### src/rtl/mem_pkg.sv
// Shared types and defaults for the two-port cache-fill memory arbiter.
package mem_pkg;

  localparam int unsigned AddrWDefault = 28;
  localparam int unsigned LineWDefault = 128;

  typedef enum logic [1:0] {
    StIdle,
    StBusy,
    StResp
  } state_e;

  typedef enum logic {
    GntI = 1'b0,
    GntD = 1'b1
  } gnt_e;

endpackage

### src/rtl/mem_arbiter_if.sv
// Cache-side and memory-side bus bundle; slave is the arbiter's view, master the environment's.
interface mem_arbiter_if
  import mem_pkg::*;
#(
  parameter int unsigned ADDR_W = AddrWDefault,
  parameter int unsigned LINE_W = LineWDefault
) ();

  logic              i_mem_read;
  logic [ADDR_W-1:0] i_mem_addr;
  logic [LINE_W-1:0] i_mem_rdata;
  logic              i_mem_ready;

  logic              d_mem_read;
  logic              d_mem_write;
  logic [ADDR_W-1:0] d_mem_addr;
  logic [LINE_W-1:0] d_mem_wdata;
  logic [LINE_W-1:0] d_mem_rdata;
  logic              d_mem_ready;

  logic              mem_read;
  logic              mem_write;
  logic [ADDR_W-1:0] mem_addr;
  logic [LINE_W-1:0] mem_wdata;
  logic [LINE_W-1:0] mem_rdata;
  logic              mem_ready;

  modport slave (
    input  i_mem_read, i_mem_addr,
    output i_mem_rdata, i_mem_ready,
    input  d_mem_read, d_mem_write, d_mem_addr, d_mem_wdata,
    output d_mem_rdata, d_mem_ready,
    output mem_read, mem_write, mem_addr, mem_wdata,
    input  mem_rdata, mem_ready
  );

  modport master (
    output i_mem_read, i_mem_addr,
    input  i_mem_rdata, i_mem_ready,
    output d_mem_read, d_mem_write, d_mem_addr, d_mem_wdata,
    input  d_mem_rdata, d_mem_ready,
    input  mem_read, mem_write, mem_addr, mem_wdata,
    output mem_rdata, mem_ready
  );

endinterface

### src/rtl/mem_arbiter_rr_arb2.sv
// Two-way round-robin selector: on a tie, grant the requester not granted last.
module rr_arb2
  import mem_pkg::*;
(
  input  logic [1:0] req_i,  // [0] = I-cache, [1] = D-cache
  input  gnt_e       last_i,
  output logic [1:0] gnt_o
);

  always_comb begin
    gnt_o = 2'b00;
    unique case (req_i)
      2'b01:   gnt_o = 2'b01;
      2'b10:   gnt_o = 2'b10;
      2'b11:   gnt_o = (last_i == GntI) ? 2'b10 : 2'b01;
      default: gnt_o = 2'b00;
    endcase
  end

endmodule

### src/rtl/mem_arbiter.sv
// Shares one memory port between I-cache fills and D-cache fills/write-backs,
// one transaction at a time (IDLE -> BUSY -> RESP).
module mem_arbiter
  import mem_pkg::*;
#(
  parameter int unsigned ADDR_W = AddrWDefault,
  parameter int unsigned LINE_W = LineWDefault
) (
  input logic          clk,
  input logic          rst,
  mem_arbiter_if.slave bus
);

  state_e            state_q, state_d;
  gnt_e              last_q, last_d;
  logic              mem_read_q, mem_read_d;
  logic              mem_write_q, mem_write_d;
  logic [ADDR_W-1:0] mem_addr_q, mem_addr_d;
  logic [LINE_W-1:0] mem_wdata_q, mem_wdata_d;
  logic [LINE_W-1:0] i_rdata_q, i_rdata_d;
  logic [LINE_W-1:0] d_rdata_q, d_rdata_d;
  logic [1:0]        req, gnt;

  assign req = {bus.d_mem_read | bus.d_mem_write, bus.i_mem_read};

  rr_arb2 u_rr_arb2 (
    .req_i  (req),
    .last_i (last_q),
    .gnt_o  (gnt)
  );

  always_comb begin
    state_d     = state_q;
    last_d      = last_q;
    mem_read_d  = mem_read_q;
    mem_write_d = mem_write_q;
    mem_addr_d  = mem_addr_q;
    mem_wdata_d = mem_wdata_q;
    i_rdata_d   = i_rdata_q;
    d_rdata_d   = d_rdata_q;
    unique case (state_q)
      StIdle: begin
        if (gnt[1]) begin
          // A pending write-back goes out before a fill from the same D-cache request.
          last_d      = GntD;
          mem_write_d = bus.d_mem_write;
          mem_read_d  = ~bus.d_mem_write;
          mem_addr_d  = bus.d_mem_addr;
          if (bus.d_mem_write) begin
            mem_wdata_d = bus.d_mem_wdata;
          end
          state_d = StBusy;
        end else if (gnt[0]) begin
          last_d      = GntI;
          mem_read_d  = 1'b1;
          mem_write_d = 1'b0;
          mem_addr_d  = bus.i_mem_addr;
          state_d     = StBusy;
        end
      end
      StBusy: begin
        if (bus.mem_ready) begin
          mem_read_d  = 1'b0;
          mem_write_d = 1'b0;
          state_d     = StResp;
          // Only fills carry meaningful return data.
          if (mem_read_q) begin
            if (last_q == GntI) begin
              i_rdata_d = bus.mem_rdata;
            end else begin
              d_rdata_d = bus.mem_rdata;
            end
          end
        end
      end
      StResp:  state_d = StIdle;
      default: state_d = StIdle;
    endcase
  end

  always_ff @(posedge clk or posedge rst) begin
    if (rst) begin
      state_q     <= StIdle;
      last_q      <= GntI;
      mem_read_q  <= 1'b0;
      mem_write_q <= 1'b0;
      mem_addr_q  <= '0;
      mem_wdata_q <= '0;
      i_rdata_q   <= '0;
      d_rdata_q   <= '0;
    end else begin
      state_q     <= state_d;
      last_q      <= last_d;
      mem_read_q  <= mem_read_d;
      mem_write_q <= mem_write_d;
      mem_addr_q  <= mem_addr_d;
      mem_wdata_q <= mem_wdata_d;
      i_rdata_q   <= i_rdata_d;
      d_rdata_q   <= d_rdata_d;
    end
  end

  assign bus.mem_read    = mem_read_q;
  assign bus.mem_write   = mem_write_q;
  assign bus.mem_addr    = mem_addr_q;
  assign bus.mem_wdata   = mem_wdata_q;
  assign bus.i_mem_rdata = i_rdata_q;
  assign bus.d_mem_rdata = d_rdata_q;
  assign bus.i_mem_ready = (state_q == StResp) && (last_q == GntI);
  assign bus.d_mem_ready = (state_q == StResp) && (last_q == GntD);

endmodule

### src/flat_wrapper.sv
// flat-port wrapper written by rule: the top's interface ports become plain ports
module mem_arbiter_flat import mem_pkg::*;
#(
  parameter int unsigned ADDR_W = AddrWDefault,
  parameter int unsigned LINE_W = LineWDefault
)
  (clk, rst, bus_i_mem_read, bus_i_mem_addr, bus_i_mem_rdata, bus_i_mem_ready, bus_d_mem_read, bus_d_mem_write, bus_d_mem_addr, bus_d_mem_wdata, bus_d_mem_rdata, bus_d_mem_ready, bus_mem_read, bus_mem_write, bus_mem_addr, bus_mem_wdata, bus_mem_rdata, bus_mem_ready);
  mem_arbiter_if #(.ADDR_W(ADDR_W), .LINE_W(LINE_W)) bus_i ();
  input logic clk;
  input logic rst;
  input wire logic [$bits(bus_i.i_mem_read)-1:0] bus_i_mem_read;
  input wire logic [$bits(bus_i.i_mem_addr)-1:0] bus_i_mem_addr;
  output wire logic [$bits(bus_i.i_mem_rdata)-1:0] bus_i_mem_rdata;
  output wire logic [$bits(bus_i.i_mem_ready)-1:0] bus_i_mem_ready;
  input wire logic [$bits(bus_i.d_mem_read)-1:0] bus_d_mem_read;
  input wire logic [$bits(bus_i.d_mem_write)-1:0] bus_d_mem_write;
  input wire logic [$bits(bus_i.d_mem_addr)-1:0] bus_d_mem_addr;
  input wire logic [$bits(bus_i.d_mem_wdata)-1:0] bus_d_mem_wdata;
  output wire logic [$bits(bus_i.d_mem_rdata)-1:0] bus_d_mem_rdata;
  output wire logic [$bits(bus_i.d_mem_ready)-1:0] bus_d_mem_ready;
  output wire logic [$bits(bus_i.mem_read)-1:0] bus_mem_read;
  output wire logic [$bits(bus_i.mem_write)-1:0] bus_mem_write;
  output wire logic [$bits(bus_i.mem_addr)-1:0] bus_mem_addr;
  output wire logic [$bits(bus_i.mem_wdata)-1:0] bus_mem_wdata;
  input wire logic [$bits(bus_i.mem_rdata)-1:0] bus_mem_rdata;
  input wire logic [$bits(bus_i.mem_ready)-1:0] bus_mem_ready;
  assign bus_i.i_mem_read = bus_i_mem_read;
  assign bus_i.i_mem_addr = bus_i_mem_addr;
  assign bus_i_mem_rdata = bus_i.i_mem_rdata;
  assign bus_i_mem_ready = bus_i.i_mem_ready;
  assign bus_i.d_mem_read = bus_d_mem_read;
  assign bus_i.d_mem_write = bus_d_mem_write;
  assign bus_i.d_mem_addr = bus_d_mem_addr;
  assign bus_i.d_mem_wdata = bus_d_mem_wdata;
  assign bus_d_mem_rdata = bus_i.d_mem_rdata;
  assign bus_d_mem_ready = bus_i.d_mem_ready;
  assign bus_mem_read = bus_i.mem_read;
  assign bus_mem_write = bus_i.mem_write;
  assign bus_mem_addr = bus_i.mem_addr;
  assign bus_mem_wdata = bus_i.mem_wdata;
  assign bus_i.mem_rdata = bus_mem_rdata;
  assign bus_i.mem_ready = bus_mem_ready;
  mem_arbiter #(.ADDR_W(ADDR_W), .LINE_W(LINE_W)) u_core (.clk(clk), .rst(rst), .bus(bus_i));
endmodule
### config.mk
export PLATFORM = sky130hd
export DESIGN_NAME = mem_arbiter_flat
export DESIGN_NICKNAME = d
export VERILOG_FILES = /design/src/rtl/mem_pkg.sv /design/src/rtl/mem_arbiter_if.sv /design/src/rtl/mem_arbiter_rr_arb2.sv /design/src/rtl/mem_arbiter.sv /design/src/flat_wrapper.sv
export SDC_FILE = /design/constraint.sdc
export NUM_CORES = 1
export LEC_CHECK = 0
export ABC_AREA = 1
export BUFFER_PORTS_ARGS = -buffer_cell sky130_fd_sc_hd__buf_2
export CORE_AREA = 5 5 280 282
export DETAILED_ROUTE_END_ITERATION = 10
export DIE_AREA = 0 0 285 287
export GPL_TIMING_DRIVEN = 0
export SYNTH_ARGS = -nofsm -noshare
export SYNTH_HDL_FRONTEND = slang
export SYNTH_SLANG_ARGS = --single-unit
### constraint.sdc
create_clock -name clk -period 17.9 [get_ports clk]
set_input_delay 1.79 -clock clk [delete_from_list [all_inputs] [get_ports clk]]
set_output_delay 1.79 -clock clk [all_outputs]
set_load 0.02 [all_outputs]
==> results.md <==
* Post-CTS sizing at 0
* Final GP Congestion at 0.870
* Netlist cell types at 17
* Sink Count at 417
* Drt first pass iters at 5
* Post-synthesis sequential area ratio at 0.626
* Setup Skew at 0.0184 ns
* Top cell type's share of synthesized area at 0.626
* Die Wd at 285 um
* First-pass GRT wire length at about 100000 um
* CP Cell Sequence: inv_1, nor3_1, buf_2
* Row count at 101
* Critical path class: flop to output port
* Core Util, Final at 0.308
* Final setup fails at 0
* H-Tree Depth at 2
* Pleak at around 14 nW
* Final ANT Viol Nets at 0
* Number of buffers inserted by hold repair at cts at 0
* VDD IR max at 0.104 mV
* Vias in the first global route at 15335
* Total global-route track usage at 0.163
* Register area at 0.0104 sq mm
* Max Fclk at between 200 and 300 MHz
* Critical path launch point type: flop
* Die area at 0.0818 sq mm
* I/O Buffers at 733
* Worst-Margin Slew at 0.709 ns
* Area of placed instances at 0.0216 sq mm
* Most common cell after layout, fill and taps aside: nand2_1
* Slew headroom at 0.528
* Fillers at 8187
* Dominant cell type by area after synthesis: dfrtp_1
* Final non-filler cell area at 0.0233 sq mm
* Ratio of cells with drive above 1 in the final layout at 0.337
* Overflow after GRT at 0
* Syn nets at 2222
* Clock-pin slew on the worst setup and hold paths at 0.06 ns
* Post-Route WL at roughly 70000 um
* Root Buffer Master: clkbuf_16
* Mapped Avg Cell Area at roughly 9 sq um
* Critical Path AT at 1.55 ns
* Synth warn at 0
* Hold Vio Cnt, Final at 0
* RSZ-0062 raised after global routing: false
* Vias post-DR at 15173
* Number of max-cap violations at 0
* Fin Hold WS at 0.463 ns
* Core footprint at about 0.075 sq mm
* Post-CTS setup buffers at 0
* Final period util at 0.186
* Commonest cells after routing, fill and taps aside: nand2_1 (995), buf_2 (774), dfrtp_1 (417)
* HP Class: flop to flop
* Setup TNS Final at 0 ns
* Maximum clock path buffer count at 3
* CP max FO at 6
* PD cells at 195 mW/mm^2
* Later-pin clock latency in the skew report at roughly 0.57 ns
* Nets at 3007
* Multi-input logic area at around 0.0048 sq mm
* Crit path largest cell delay at approximately 0.45 ns
* Initial antenna violation count at 30
* Data required time of the worst path at 16.11 ns
* Synthesized area at 0.0167 sq mm
* Clock period minus worst slack at 3.34 ns
* # DRC at 0
* Die height at 287 um
* Syn-to-layout area delta at 39.6%
* Crit path max-delay family: flip-flops
* DP HPWL at 55800 um
* Initial core utilization at 0.221
* DR iter-0 viols at 882
* Status: finished, final reports clean
* Pin count of the biggest net entering global routing at 125
* Main area contributors after synthesis: dfrtp_1 (63%), nand2_1 (22%), inv_1 (4.3%)
* Crit end category: output port
* Slowest cell on crit path: dfrtp_1
* Routed wire per std cell at roughly 19 um
* Cell count after synthesis at 1904
* CP Buf/Inv Count at 2
* Tot Pwr at 0.00453 W
* TritonCTS buffer count at 47
* Max-slew violation count at 0
* TritonCTS clock tree: yes
* Post-DR vias/cell at between 4 and 5
* Synthesized flop and latch total at 417
* I/O pins at 734
-- where the power goes --
part | switching, W | leakage, nW | internal (W)
logic | 0.00131 | 7.68 | 0.000583
registers | 0.000241 | 5.23 | 0.00139
clock network | 0.000407 | 0.783 | 0.000596
-- registers in the layout, summed over array words and instances, names as in the netlist --
signal and cells:
u_core.last_q 1, u_core.bus.i_mem_rdata 128, u_core.bus.mem_read 1, u_core.bus.mem_wdata 128, u_core.bus.mem_write 1, u_core.state_q 2, u_core.bus.d_mem_rdata 128, u_core.bus.mem_addr 28
-- cell type report --
type,instances,area share
Sequential cell,417,0.448
Multi-Input combinational cell,1196,0.205
Timing Repair Buffer,736,0.161
Clock buffer,61,0.0554
Tap cell,978,0.0526
Buffer,97,0.0319
Inverter,194,0.0316
Clock inverter,24,0.0126
Antenna cell,15,0.00161
-- worst reg2reg max path: stages, from the launching register on --
cell	delay [ns]
dfrtp_1	0.37
inv_2	0.07
nand2_1	0.09
nor2_2	0.05
nand3_1	0.08
buf_2	0.36
buf_2	0.42
nand2_1	0.09
nand2_1	0.07
-- worst paths after layout --
path,startpoint,endpoint,slack (ns),cells after the start
min in group asynchronous,rst,u_core.bus.mem_addr[15],1.32,2
setup / recovery,u_core.last_q,bus_d_mem_ready,14.56,3
setup reg to reg,u_core.state_q[1],u_core.bus.d_mem_rdata[3],16.24,8
hold / removal,u_core.bus.d_mem_rdata[21],u_core.bus.d_mem_rdata[21],0.46,2
max in group asynchronous,rst,u_core.bus.i_mem_rdata[101],15.03,4
hold reg to reg,u_core.bus.d_mem_rdata[21],u_core.bus.d_mem_rdata[21],0.46,2
-- cells in the mapped netlist --
cell type,number
nand2_1,995
dfrtp_1,417
inv_1,191
o21ai_1,102
nand3_1,60
buf_2,41
buf_6,33
o21ai_0,29
buf_4,21
nor2_2,4
inv_2,3
clkbuf_1,2
nor3_1,2
a21oi_4,1
nand2_2,1
nand3_2,1
nor2_1,1
-- per-stage QoR --
step,setup WS (ns),std cells
final,14.56,3718
after floorplan,4.50,1904
after global routing,14.36,3707
after detailed placement,14.38,3618
after global placement,-0.771,3615
after CTS,14.48,3703
-- cell families (layout without fill, tap and decap cells) --
kind of cell | after synthesis | count (layout) | share of synthesized area
AO/OA/AOI/OAI | 132 | 132 | 0.0403
buffers and inverters | 291 | 1112 | 0.0882
flip-flops | 417 | 417 | 0.626
other | 0 | 15 | 0
AND/OR/NAND/NOR | 1064 | 1064 | 0.245
-- routing by layer --
metal  share of wire  wire length [um]  GRT usage
met2            0.50             35100      0.295
met4           0.035              2470     0.0547
met1            0.36             25200      0.176
met5          0.0014               100          0
met3           0.098              6840     0.0602
(Power assumes the default switching activity.)
